$ cat src/rtl/mix_columns_engine.sv
// Iterative AES MixColumns / InvMixColumns engine, COLS_PER_CYCLE columns per clock.
// Optional macro MIX_COLUMNS_BYPASS_EN adds in_bypass (columns left unmixed).
module mix_columns_engine #(
    parameter int COLS_PER_CYCLE = 1
) (
    input  logic         clk,
    input  logic         rst,
    input  logic         in_valid,
    output logic         in_ready,
    input  logic [127:0] in_state,
    input  logic         in_inverse,
`ifdef MIX_COLUMNS_BYPASS_EN
    input  logic         in_bypass,
`endif
    output logic         out_valid,
    input  logic         out_ready,
    output logic [127:0] out_state,
    output logic         busy
);

    localparam int N_STEPS = 4 / COLS_PER_CYCLE;
    localparam int STEP_W  = (N_STEPS > 1) ? $clog2(N_STEPS) : 1;
    localparam logic [STEP_W-1:0] LAST_STEP = STEP_W'(N_STEPS - 1);

    generate
        if (COLS_PER_CYCLE != 1 && COLS_PER_CYCLE != 2 &&
            COLS_PER_CYCLE != 4) begin : g_bad_cpc
            $error("mix_columns_engine: COLS_PER_CYCLE must be 1, 2 or 4");
        end
    endgenerate

    typedef enum logic [1:0] {
        IDLE,
        CALC,
        DONE
    } state_t;

    state_t            state;
    logic [STEP_W-1:0] step;
    logic [127:0]      work;
    logic [127:0]      work_nxt;
    logic              mode;

`ifdef MIX_COLUMNS_BYPASS_EN
    logic              byp_q;
`else
    localparam logic   byp_q = 1'b0;
`endif

    // GF(2^8) doubling with reduction by 0x11B
    function automatic logic [7:0] xt(input logic [7:0] x);
        return {x[6:0], 1'b0} ^ (x[7] ? 8'h1b : 8'h00);
    endfunction

    // multiply by a 4-bit constant via an xtime chain
    function automatic logic [7:0] gmul(input logic [7:0] x,
                                        input logic [3:0] k);
        logic [7:0] x2;
        logic [7:0] x4;
        logic [7:0] x8;
        x2 = xt(x);
        x4 = xt(x2);
        x8 = xt(x4);
        return (k[0] ? x  : 8'h00) ^
               (k[1] ? x2 : 8'h00) ^
               (k[2] ? x4 : 8'h00) ^
               (k[3] ? x8 : 8'h00);
    endfunction

    // one column; row i uses the coefficient row rotated right by i
    function automatic logic [31:0] mix_col(input logic [31:0] c,
                                            input logic        inv);
        logic [7:0]  s [4];
        logic [3:0]  k [4];
        logic [7:0]  r [4];
        s[0] = c[31:24];
        s[1] = c[23:16];
        s[2] = c[15:8];
        s[3] = c[7:0];
        if (inv) begin
            k[0] = 4'he;
            k[1] = 4'hb;
            k[2] = 4'hd;
            k[3] = 4'h9;
        end else begin
            k[0] = 4'h2;
            k[1] = 4'h3;
            k[2] = 4'h1;
            k[3] = 4'h1;
        end
        for (int i = 0; i < 4; i++) begin
            r[i] = 8'h00;
            for (int j = 0; j < 4; j++) begin
                r[i] = r[i] ^ gmul(s[j], k[(j - i + 4) % 4]);
            end
        end
        return {r[0], r[1], r[2], r[3]};
    endfunction

    // transform the columns selected by the current step
    always_comb begin
        work_nxt = work;
        for (int k = 0; k < COLS_PER_CYCLE; k++) begin
            int col;
            col = int'(step) * COLS_PER_CYCLE + k;
            if (!byp_q) begin
                work_nxt[127 - 32*col -: 32] =
                    mix_col(work[127 - 32*col -: 32], mode);
            end
        end
    end

    // control FSM with registered handshake outputs
    always_ff @(posedge clk) begin
        if (rst) begin
            state     <= IDLE;
            step      <= '0;
            work      <= '0;
            mode      <= 1'b0;
            in_ready  <= 1'b1;
            out_valid <= 1'b0;
            busy      <= 1'b0;
`ifdef MIX_COLUMNS_BYPASS_EN
            byp_q     <= 1'b0;
`endif
        end else begin
            unique case (state)
                IDLE: begin
                    if (in_valid) begin
                        work     <= in_state;
                        mode     <= in_inverse;
`ifdef MIX_COLUMNS_BYPASS_EN
                        byp_q    <= in_bypass;
`endif
                        step     <= '0;
                        state    <= CALC;
                        in_ready <= 1'b0;
                        busy     <= 1'b1;
                    end
                end
                CALC: begin
                    work <= work_nxt;
                    if (step == LAST_STEP) begin
                        state     <= DONE;
                        out_valid <= 1'b1;
                    end else begin
                        step <= step + 1'b1;
                    end
                end
                DONE: begin
                    if (out_ready) begin
                        state     <= IDLE;
                        out_valid <= 1'b0;
                        in_ready  <= 1'b1;
                        busy      <= 1'b0;
                    end
                end
                default: state <= IDLE;
            endcase
        end
    end

    assign out_state = work;

endmodule

$ cat config.mk
export PLATFORM = sky130hd
export DESIGN_NAME = mix_columns_engine
export DESIGN_NICKNAME = d
export VERILOG_FILES = /design/src/rtl/mix_columns_engine.sv
export SDC_FILE = /design/constraint.sdc
export NUM_CORES = 1
export LEC_CHECK = 0
export CAP_MARGIN = 20
export CORE_ASPECT_RATIO = 0.75
export CORE_MARGIN = 4
export CORE_UTILIZATION = 50
export CTS_BUF_LIST = sky130_fd_sc_hd__clkbuf_4 sky130_fd_sc_hd__clkbuf_8
export DETAILED_ROUTE_END_ITERATION = 7
export DONT_BUFFER_PORTS = 1
export PLACE_DENSITY = 0.74
export REMOVE_ABC_BUFFERS = 1
export SLEW_MARGIN = 20
export SYNTH_ARGS = -nofsm -noshare
export SYNTH_HDL_FRONTEND = slang
export SYNTH_SLANG_ARGS = --single-unit
$ cat constraint.sdc
create_clock -name clk -period 4.6 [get_ports clk]
set_input_delay 0.46 -clock clk [delete_from_list [all_inputs] [get_ports clk]]
set_output_delay 0.46 -clock clk [all_outputs]
set_load 0.005 [all_outputs]
==> results of run 1 <==
[layout by cell type, fill, tap and decap left out, types with 5 or more instances in the layout]
cell type,instances
and3_1,8
a211o_1,15
o32ai_1,12
xnor3_1,22
nand2_1,72
nand3_1,36
xor3_1,5
xnor2_2,11
a31oi_1,20
nor2_1,133
inv_1,6
xor2_1,38
or3_1,5
a221oi_1,44
a2bb2oi_1,13
o21ai_0,31
buf_4,18
a21oi_1,66
xnor2_1,109
nor3_1,55
a211oi_2,6
clkbuf_8,20
a211oi_1,28
mux4_2,32
dfxtp_1,134
nand2b_1,9
[routing by layer]
layer | global-route usage [%] | part of all wire, % | up-vias
li1 | - | - | 3668
met1 | 42.42 | 41 | 4000
met2 | 45.95 | 43 | 570
met3 | 10.98 | 13 | 39
met4 | 8.273 | 1.6 | 0
met5 | 0 | 0 | -
[layout make-up]
class | instances | area [um^2]
Fill cell | 1709 | 8636
Sequential cell | 136 | 2725
Inverter | 6 | 22.52
Timing Repair Buffer | 20 | 175.2
Tap cell | 247 | 309.0
Multi-Input combinational cell | 815 | 6330
Clock buffer | 22 | 290.3
Clock inverter | 8 | 73.82
[power groups by stage]
stage	Combinational [uW]	Clock, uW	Sequential [uW]
6_report	3490	953	1460
5_1_grt	3720	1010	1480
4_1_cts	3440	962	1460
3_5_place_dp	3420	0	1490
3_3_place_gp	3370	0	1490
2_1_floorplan	2690	0	1430
[worst max-delay path by stage]
stage	startpoint	end	cells after the start
finish	step[0]$_SDFFE_PP0P_	out_state[70]$_SDFFE_PP0P_	9
floorplan	state[1]$_SDFFE_PP0P_	out_state[10]$_SDFFE_PP0P_	4
global route	step[0]$_SDFFE_PP0P_	out_state[125]$_SDFFE_PP0P_	9
CTS	step[0]$_SDFFE_PP0P_	out_state[70]$_SDFFE_PP0P_	9
global placement	step[0]$_SDFFE_PP0P_	out_state[70]$_SDFFE_PP0P_	9
detailed placement	step[0]$_SDFFE_PP0P_	out_state[70]$_SDFFE_PP0P_	9
[cells by family after synthesis]
kind of cell,count (synthesis),share of synthesized area [%]
AOI/OAI and AO/OA,251,18.48
xor gates and xnor gates,192,23.75
adders and majority gates,4,0.5281
buffers and inverters,103,5.069
DFF,136,28.73
muxes,36,8.053
and+or+nand+nor,332,15.39
[registers in the layout, indices dropped and copies added, names as in the netlist]
name / count
out_valid: 1
mode: 1
in_ready: 1
out_state: 128
busy: 1
step: 2
state: 2
[through the flow]
stage / util (%) / setup slack [ns]
5_1_grt: 53.47 / 0.8040
3_5_place_dp: 51.51 / 1.029
2_1_floorplan: - / -0.04132
4_1_cts: 53.47 / 0.9810
3_3_place_gp: 51.51 / 1.084
6_report: 53.47 / 0.9185
[worst reg2reg max path, cell delays in order (launching register included)]
cell and delay, ns:
dfxtp_2 0.45, buf_12 0.25, mux4_2 0.77, xor2_2 0.30, xnor2_2 0.33, xor3_1 0.39, mux2i_1 0.15, xnor2_1 0.56
nand2_1 0.16, a211oi_2 0.24
==> results.md, run 1 <==
* Clk pin slew, worst setup/hold paths at around 0.080 ns
* Final hold violation count at 0
* Worst Path Max Fanout at 25
* Max VDD drop at 312.9 uV
* Yosys top cell by area: dfxtp_1
* Placeable Area at 18560 um^2
* Post-synth ARST share at 0%
* Cell Chain, Critical Path: buf_12 > mux4_2 > xor2_2 > xnor2_2 > xor3_1 > mux2i_1 > xnor2_1 > nand2_1 > a211oi_2
* Number of max-cap violations at 0
* Post-route cell area at approximately 10000 um^2
* Clk sink count at about 140
* Slew @ Worst Pin at 0.8754 ns
* Sequential element share of the synthesized area at 28.73%
* Int Power at 3337 uW
* Most common cell in the synthesized netlist: dfxtp_1
* Comb pwr share at between 50% and 60%
* Setup Skew at around 0.015 ns
* Finished Layout Cells at around 1300
* Initial antenna violation count at 0
* Post-Syn Area at ~9500 um^2
* Crit path buf inv count at 1
* Status: finished clean
* Crit path max-delay family: XOR/XNOR gates
* Ys Warns at 0
* Post-DP Area at 9562 um^2
* Antenna Nets Post-Route at 0
* Via density at 6.600
* P per Cell Area at between 500 and 600 nW/um^2
* Mean routed wirelength per cell at roughly 27 um
* Top_reg_cell synth: dfxtp_1
* Final TNS setup at 0 ns
* Site Rows at 43
* Largest net degree at the start of global routing at 142
* Number of flops mapped to enable cells by yosys at 0
* Ports at about 260
* Hold_buf cts at 0
* WS Path Type: reg2reg
* #FFs+latches synth at 136
* Post-cts resize count at 0
* RSZ-0062 raised after global routing: no
* Final wirelength at 33570 um
* Hold worst-path end: out_state[79]$_SDFFE_PP0P_
* # DRC at 0
* Sw Pwr at 2567 uW
* Hold Worst Slack at around 0.092 ns
* Number of global-route vias before repair at 8091
* Synth top area cells: dfxtp_1 (29%), xnor2_1 (10%), mux4_2 (7.6%), nor2_1 (5.3%), xnor3_1 (5.2%)
* Clk network pwr share at 16.1%
* Die span in y at roughly 130 um
* Slew HR at 41.56%
* Final setup violation count at 0
* Die X at 167.0 um
* Initial DRT Pass Iterations at 5
* Switching Share at a little over two fifths
* Reg2reg setup slack at a little over 0.9 ns
* Worst Path Required at slightly below 5 ns
* Post-synth top area share at about 29%
* Max clock buf depth at 2
* First-pass GRT wire length at about 50000 um
* Sequential Power Share at approximately a quarter
* Starting Density at between 50% and 60%
* Static leakage at between 0.003 and 0.004 uW
* RR Endpoint: out_state[70]$_SDFFE_PP0P_
* Layout cells sized above 1 at 12.31%
* Fin crit period at between 3 and 4 ns
* R2R depth at 9
* Clock Latency Late Sink at 0.45 ns
* CTS tree: built
* GP Congestion at about 0.97
* Max H-tree Level at 4
* Count of different cell masters after synthesis at 51
* Hold Path Depth at 1
* Critical path capture point type: register
* Worst Setup Start Kind: register
* Post-synth top cells: dfxtp_1 (136), nor2_1 (134), xnor2_1 (109)
* Design Power at roughly 5900 uW
* Hold Startpoint: rst
* Slowest stage cell, crit path: mux4_2
* Syn avg cell area at 8.992 um^2
* Die area at around 21000 um^2
* Root Driver: clkbuf_8
* Postcts setup bufs at 0
* Slew Limit Fails at 0
* F_max at ~0.27 GHz
* Hold crit path type: in2reg
* GRT Util Overall at a little under a third
* IO Port Bufs at 0
* Post-Synthesis Cells at between 1000 and 1500
* Worst Path Arrival at 4.06 ns
* Worst flop-to-flop path startpoint: step[0]$_SDFFE_PP0P_
* Inserted Clock Buffers at 17
* DP HPWL at around 24000 um
* Area Overhead vs Synth at 4.726%
* Placed Cells incl. Taps at 1224
* Final period utilization at around four fifths
* Gr ovfl total at 0
* Worst stage delay on the critical path at between 0.7 and 0.8 ns
* Initial DRC Count at 948
* Via Count at 8277
* Nets at between 1000 and 1500
* Antenna diode count at 0
Power figures use the tool's default switching activity.
==> run 2, diff against run 1 <==
Clock period 4.6 ns to 3.4 ns, I/O delays scaled along.
==> run 2 against run 1 <==
Non-clock buffer count up 50. Routed wire length up 3.6%. Setup slack worse by 0.85 ns. Final area up 6.1%. Clock power up 59%. Clock-buffer cell count down 5. Critical path depth up 1. Power up 45%. Sequential cell count unchanged. Sequential power up 36%. Critical path type unchanged. Largest cell class unchanged. Largest power group unchanged. Highest routed layer unchanged.
==> results.md, run 2 (synthesis gave the netlist of run 1 again) <==
* Status: finished clean
* Initial antenna violation count at 0 (unchanged)
* Inserted Clock Buffers at 17 (unchanged)
* Design Power at 8583 uW (+45%)
* Final period utilization at 97.88% (+18 points)
* Slew @ Worst Pin at 0.7575 ns (-0.1179 ns)
* Die area at 21250 um^2 (unchanged)
* Critical path capture point type: register
* Placed Cells incl. Taps at 1259 (+2.9%)
* IO Port Bufs at 0 (unchanged)
* Post-placement setup slack at 0.05826 ns (-0.9711 ns)
* Root Driver: clkbuf_8
* # DRC at 0 (unchanged)
* Final hold violation count at 0 (unchanged)
* Commonest cells after routing, fill and taps aside: dfxtp_1 (134), nor2_1 (130), xnor2_1 (104)
* Final setup margin at 0.07211 ns (-0.8464 ns)
* Hold crit path type: in2reg
* Ports at 264 (unchanged)
* Gr ovfl total at 0 (unchanged)
* Antenna diode count at 0 (unchanged)
* Via Count at 8578 (+3.6%)
* Worst flop-to-flop path startpoint: step[0]$_SDFFE_PP0P_
* Final wirelength at 34770 um (+3.6%)
* Initial DRT Pass Iterations at 5 (unchanged)
* F_max at 0.3005 GHz (+11%)
* Crit path max-delay family: XOR/XNOR gates
* Antenna Nets Post-Route at 0 (unchanged)
* Setup Skew at 0.009287 ns (-0.005700 ns)
* Area Overhead vs Synth at 11.06%
* Layout cells sized above 1 at 17.66% (+5.3 points)
* WS Path Type: reg2reg
* Initial DRC Count at 1234 (+30%)
* Final core area utilization at 56.71% (+3.2 points)
* Fin crit period at 3.328 ns (-0.3536 ns)
* Site Rows at 43 (unchanged)
* Commonest non-fill, non-tap cell in the layout: dfxtp_1
* DP HPWL at 24960 um (+2.5%)
* Cell Chain, Critical Path: buf_12 > mux4_2 > buf_4 > xnor2_2 > xor2_2 > xnor2_2 > xnor3_1 > and2_1 > nor3_1 > a211o_1
* Number of max-cap violations at 0 (unchanged)
* CTS tree: built
* Worst Path Max Fanout at 8 (-68%)
* Max VDD drop at 413.6 uV (+32%)
* Finished Layout Cells at 1306 (+4.1%)
* Largest net degree at the start of global routing at 113 (-20%)
* RR Endpoint: out_state[99]$_SDFFE_PP0P_
* GRT Util Overall at 31.57% (+0.86 points)
* Final setup violation count at 0 (unchanged)
* Static leakage at 0.003957 uW (+9.0%)
* Crit path buf inv count at 2 (+1)
* RSZ-0062 raised after global routing: yes
* GP Congestion at 0.9705 (+0.32%)
* Worst Setup Start Kind: register
* Worst Path Arrival at 3.68 ns (-0.38 ns)
* Max clock buf depth at 2 (unchanged)
* Worst stage delay on the critical path at 0.57 ns (-0.18 ns)
* Starting Density at 51.06% (unchanged)
* Via density at 6.568 (-0.49%)
* First-pass GRT wire length at 51670 um (+2.0%)
* Mean routed wirelength per cell at 26.62 um (-0.57%)
* Die span in y at 127.2 um (unchanged)
* Worst Path Required at 3.75 ns (-1.22 ns)
* Fill cells at 1601 (-6.3%)
* Clk sink count at 136 (unchanged)
* Nets at 1183 (+4.4%)
* Clk pin slew, worst setup/hold paths at 0.09 ns (about the same)
* Reg2reg setup slack at 0.07 ns (-0.85 ns)
* Hold Path Depth at 2 (+1)
* Die X at 167.0 um (unchanged)
* Largest register FFs at 128 (unchanged)
* P per Cell Area at 815.4 nW/um^2 (+37%)
* Hold Startpoint: in_inverse
* Hold worst-path end: mode$_SDFFE_PP0P_
* Most used cell along the critical path: xnor2_2
* Slowest stage cell, crit path: mux4_2
* Clock Latency Late Sink at 0.47 ns (+0.02 ns)
* R2R depth at 10 (+1)
* Slew Limit Fails at 0 (unchanged)
* Placeable Area at 18560 um^2 (unchanged)
* Number of global-route vias before repair at 7994 (-1.2%)
* Slew HR at 49.50% (+7.9 points)
* Max H-tree Level at 4 (unchanged)
-- run 2: cell count changes in the layout (fill, tap and decap cells not counted), moves of 3 or more --
cell	previous run	this run
buf_12	2	8
nor2_1	133	130
buf_4	18	60
nor2_2	3	6
xnor2_1	109	104
xnor2_2	11	16
clkbuf_8	20	17
bufinv_16	1	4
-- run 2: per-layer routing --
| metal | routed length, um | track usage [%] | part of all wire, % | vias up |
|---|---|---|---|---|
| li1 | - | - | - | 3787 |
| met1 | 13990 | 43.16 | 40 | 4120 |
| met2 | 15060 | 46.41 | 43 | 623 |
| met3 | 5141 | 13.21 | 15 | 48 |
| met4 | 579 | 8.321 | 1.7 | 0 |
| met5 | 0 | 0 | 0 | - |
-- run 2: final cells by class --
cell class                      count  area (um^2)  area share (%)
Inverter                            6        22.52          0.2140
Tap cell                          247        309.0           2.936
Clock buffer                       17        234.0           2.223
Multi-Input combinational cell    815         6386           60.67
Clock inverter                     15        201.4           1.914
Timing Repair Buffer               70        648.1           6.157
Sequential cell                   136         2725           25.89
-- run 2: worst max-delay path by stage --
| stage | startpoint | end | cells past startpoint |
|---|---|---|---|
| floorplan | state[1]$_SDFFE_PP0P_ | out_state[10]$_SDFFE_PP0P_ | 4 |
| global placement | step[0]$_SDFFE_PP0P_ | out_state[102]$_SDFFE_PP0P_ | 11 |
| detailed placement | step[0]$_SDFFE_PP0P_ | out_state[36]$_SDFFE_PP0P_ | 8 |
| CTS | step[0]$_SDFFE_PP0P_ | out_state[108]$_SDFFE_PP0P_ | 9 |
| global route | step[0]$_SDFFE_PP0P_ | out_state[115]$_SDFFE_PP0P_ | 10 |
| finish | step[0]$_SDFFE_PP0P_ | out_state[99]$_SDFFE_PP0P_ | 10 |
-- run 2: through the flow --
stage	cell area (um^2)	TNS, ns	hold slack, ns
global route	10530	-0.2054	0.006965
CTS	10380	0	0.003826
floorplan	9020	-101.13	0.4091
finish	10530	0	0.02937
global placement	9899	0	0.4256
detailed placement	9899	0	0.4307
-- run 2: report_power, final --
part / internal [uW] / leakage [uW] / switching (uW)
combinational: 2370 / 0.00262 / 2710
clock: 802 / 0.000212 / 723
sequential: 1760 / 0.00112 / 211
total: 4940 / 0.00396 / 3640
-- run 2: timing repair --
action,in CTS,in global routing
hold buffers,2,0
endpoints found under the hold margin,112,0
gates resized for setup,1,11
cloned,0,0
pin swaps,0,4
endpoints found under the setup margin,1,41
buffers inserted,0,13
==> run 3, diff against run 2 <==
--- a/config.mk
+++ b/config.mk
@@ -6,4 +6,5 @@
 export NUM_CORES = 1
 export LEC_CHECK = 0
+export ABC_AREA = 1
 export CAP_MARGIN = 20
 export CORE_ASPECT_RATIO = 0.75
==> constraint.sdc (replaced) <==
create_clock -name clk -period 3.4 [get_ports clk]
set_input_delay 0.34 -clock clk [delete_from_list [all_inputs] [get_ports clk]]
set_output_delay 0.34 -clock clk [all_outputs]
set_load 0.05 [all_outputs]
==> run 3 against run 2 <==
Clock-buffer cell count up 4. Sequential share of layout area down 7.1 points. Die area up 34%. Hold slack better by 0.0063 ns. Combinational power down 2%. Utilization up 0.98 points. First-iteration DRC count up 28%. Sequential power down 4%. Critical path type unchanged.
==> results.md, run 3 <==
* # DRC at 0 (unchanged)
* Die span in y at 147.0 um (+16%)
* Comb pwr share at 58.8% (-0.4 points)
* Switching Share at 52.57% (+10 points)
* Clk sink count at 136 (unchanged)
* F_max at 0.3352 GHz (+12%)
* Initial DRT Pass Iterations at 6 (+1)
* Clk network pwr share at 18.7% (+0.9 points)
* Ports at 264 (unchanged)
* Met2 WL at 19060 um (+27%)
* Antenna Nets Post-Route at 0 (unchanged)
* Largest net degree at the start of global routing at 104 (-8.0%)
* Critical path launch point: step[0]$_SDFFE_PP0P_
* Via density at 5.568 (-15%)
* First-pass GRT wire length at 73780 um (+43%)
* Post-synth ARST share at 0% (unchanged)
* Max H-tree Level at 4 (unchanged)
* Slew HR at 40.51% (-9.0 points)
* Status: finished clean
* Most used cell along the critical path: nand2_1
* Post-Synthesis Cells at 2272 (+120%)
* Worst flop-to-flop path startpoint: step[0]$_SDFFE_PP0P_
* Final wirelength at 47140 um (+36%)
* Hold crit path type: in2reg
* Static leakage at 0.007955 uW (+100%)
* Max VDD drop at 317.3 uV (-23%)
* RSZ-0062 raised after global routing: no
* Clock Latency Late Sink at 0.49 ns (+0.02 ns)
* WS Path Type: reg2reg
* Die X at 193.3 um (+16%)
* Post-placement setup slack at 0.5334 ns (+0.4751 ns)
* Finished Layout Cells at 2692 (+110%)
* Hold Startpoint: out_ready
* Sequential element share of the synthesized area at 21.14% (-7.6 points)
* Final setup margin at 0.4164 ns (+0.3443 ns)
* Placed Cells incl. Taps at 2657 (+110%)
* Die area at 28410 um^2 (+34%)
* CTS tree: built
* P per Cell Area at 583.8 nW/um^2 (-28%)
* Critical path capture point type: register
* Mean routed wirelength per cell at 17.51 um (-34%)
* Most common cell in the synthesized netlist: nand2_1
* Slew Limit Fails at 0 (unchanged)
* Largest register FFs at 128 (unchanged)
* Gr ovfl total at 0 (unchanged)
* Inserted Clock Buffers at 17 (unchanged)
* Nets at 2477 (+110%)
* Synth top area cells: nand2_1 (28%), dfxtp_1 (21%), nand3_1 (9.1%), xor2_1 (5.9%), inv_1 (5.8%)
* Metal-1 WL at 21710 um (+55%)
* GP Congestion at 1.035 (+6.6%)
* Top_reg_cell synth: dfxtp_1
* Commonest cells after routing, fill and taps aside: nand2_1 (956), nand3_1 (234), inv_1 (197)
* #FFs+latches synth at 136 (unchanged)
* Site Rows at 50 (+16%)
* Via Count at 14990 (+75%)
* Area Overhead vs Synth at 12.67%
* Worst Path Max Fanout at 83 (+75)
* Root Driver: clkbuf_8
* Final setup violation count at 0 (unchanged)
* Max clock buf depth at 2 (unchanged)
* Fin crit period at 2.984 ns (-0.3443 ns)
* Post-synth top cells: nand2_1 (960), nand3_1 (234), inv_1 (199)
* Slew @ Worst Pin at 0.8924 ns (+0.1349 ns)
* Setup Skew at 0.01569 ns (+0.006405 ns)
* Number of max-cap violations at 0 (unchanged)
* Int Power at 4018 uW (-19%)
* Layout cells sized above 1 at 13.68% (-4.0 points)
* Ys Warns at 0 (unchanged)
* Sw Pwr at 4453 uW (+22%)
* Post-synth top area share at 27.99% (-0.74 points)
* Cell Chain, Critical Path: buf_12 > buf_4 > nand2_1 > nand2_1 > nand2_1 > nand2_1 > nand2_1 > nand2_2 > nand2_2 > nand3_4 > nand2_1 > nand2_1 > nand2_1 > nand2_1 > nand2_1 > nand3_1 > nand4_1 > a21oi_1
* Final hold violation count at 0 (unchanged)
* Slowest stage cell, crit path: dfxtp_4
* DP HPWL at 36440 um (+46%)
* Number of flops mapped to enable cells by yosys at 0 (unchanged)
* Clk pin slew, worst setup/hold paths at 0.09 ns (about the same)
* Placeable Area at 25150 um^2 (+35%)
* GRT Util Overall at 31.66% (+0.098 points)
* Sequential Power Share at 22.5% (-0.5 points)
* Worst stage delay on the critical path at 0.39 ns (-0.18 ns)
* Final TNS setup at 0 ns (unchanged)
* Initial antenna violation count at 1 (+1)
* Commonest non-fill, non-tap cell in the layout: nand2_1
* Post-Syn Area at 12880 um^2 (+36%)
* Count of different cell masters after synthesis at 36 (-29%)
* Worst Setup Start Kind: register
* Met3 routed WL at 5812 um (+13%)
* IO Port Bufs at 0 (unchanged)
* Yosys top cell by area: nand2_1
* Worst Path Required at 3.81 ns (+0.06 ns)
* Syn avg cell area at 5.667 um^2 (-37%)
* Final period utilization at 87.75% (-10 points)
* Uppermost layer routed: met5
* Hold Path Depth at 2 (unchanged)
* Post-DP Area at 14040 um^2 (+42%)
* Post-route cell area at 14510 um^2 (+38%)
* Worst Path Arrival at 3.40 ns (-0.28 ns)
* Fill cells at 2617 (+63%)
* R2R depth at 18 (+8)
* Initial DRC Count at 1576 (+28%)
* Number of global-route vias before repair at 13381 (+67%)
* Starting Density at 51.20% (+0.14 points)
run 3: cell count changes in the layout (fill, tap and decap cells not counted), moves of 32 or more:
cell,previous run,this run
xor2_1,37,87
buf_4,60,153
nand2_2,0,58
mux4_2,32,0
a221oi_1,44,0
a21oi_1,66,135
nand4_1,0,88
xnor2_1,104,28
nand2_1,72,956
nand3_1,36,234
nor2_1,130,11
o21ai_0,31,132
inv_1,6,197
nor3_1,55,0
run 3: worst max-delay path: cells and delay by family, from the launching register on:
| kind | cells | cell delay (ns) |
|---|---|---|
| buf+inv | 2 | 0.57 |
| simple gates | 15 | 1.67 |
| flops | 1 | 0.39 |
| compound gates | 1 | 0.16 |
run 3: final cells by class:
class / instances / area (um^2) / share of cell area (%)
multi-input combinational: 1805 / 8803 / 60.68
clock buffer: 21 / 276.5 / 1.906
clock inverter: 11 / 171.4 / 1.182
timing repair buffer: 160 / 1269 / 8.745
sequential: 136 / 2729 / 18.81
antenna: 1 / 2.502 / 0.01725
tap: 338 / 422.9 / 2.915
inverter: 220 / 833.3 / 5.744
run 3: power groups by stage:
stage	Clock, uW	Sequential (uW)	Combinational [uW]
finish	1590	1900	4980
global route	1670	1920	5460
CTS	1600	1900	4890
detailed placement	0	1940	4860
global placement	0	1930	4800
floorplan	0	2490	2980
run 3: metal layers:
layer  track usage, %  up-vias
li1                 -     7401
met1            48.24     6759
met2            45.11      777
met4            5.945        2
met5                0        -
met3            8.001       51
run 3: worst paths after layout:
| kind | slack, ns | end |
|---|---|---|
| max | 0.42 | out_state[20]$_SDFFE_PP0P_ |
| min | 0.04 | in_ready$_SDFFE_PP1P_ |
| max reg2reg | 0.42 | out_state[20]$_SDFFE_PP0P_ |
| min reg2reg | 0.56 | state[1]$_SDFFE_PP0P_ |
run 3: logic make-up (layout without fill, tap and decap cells):
group	after synthesis	after routing	synth area share [%]
flip-flops	136	136	21.14
XOR/XNOR	122	122	8.794
AND/OR/NAND/NOR	1404	1404	48.23
other	0	1	0
buffers and inverters	331	412	10.64
AO/OA/AOI/OAI	275	275	10.81
adder cells (fa/ha/maj)	4	4	0.3887
run 3: stage by stage:
stage | hold slack [ns] | util, % | total power, uW
2_1_floorplan | 0.4091 | - | 5471
3_3_place_gp | 0.4120 | 55.82 | 6736
3_5_place_dp | 0.4142 | 55.82 | 6795
4_1_cts | 0.0006513 | 57.64 | 8392
5_1_grt | 0.04095 | 57.68 | 9046
6_report | 0.03568 | 57.69 | 8470
run 3: timing repair:
action                     4_1_cts  5_1_grt
gates resized for setup          0        0
setup endpoints to repair        0        0
hold endpoints to repair         5        1
setup buffers                    0        0
hold buffers                     1        1
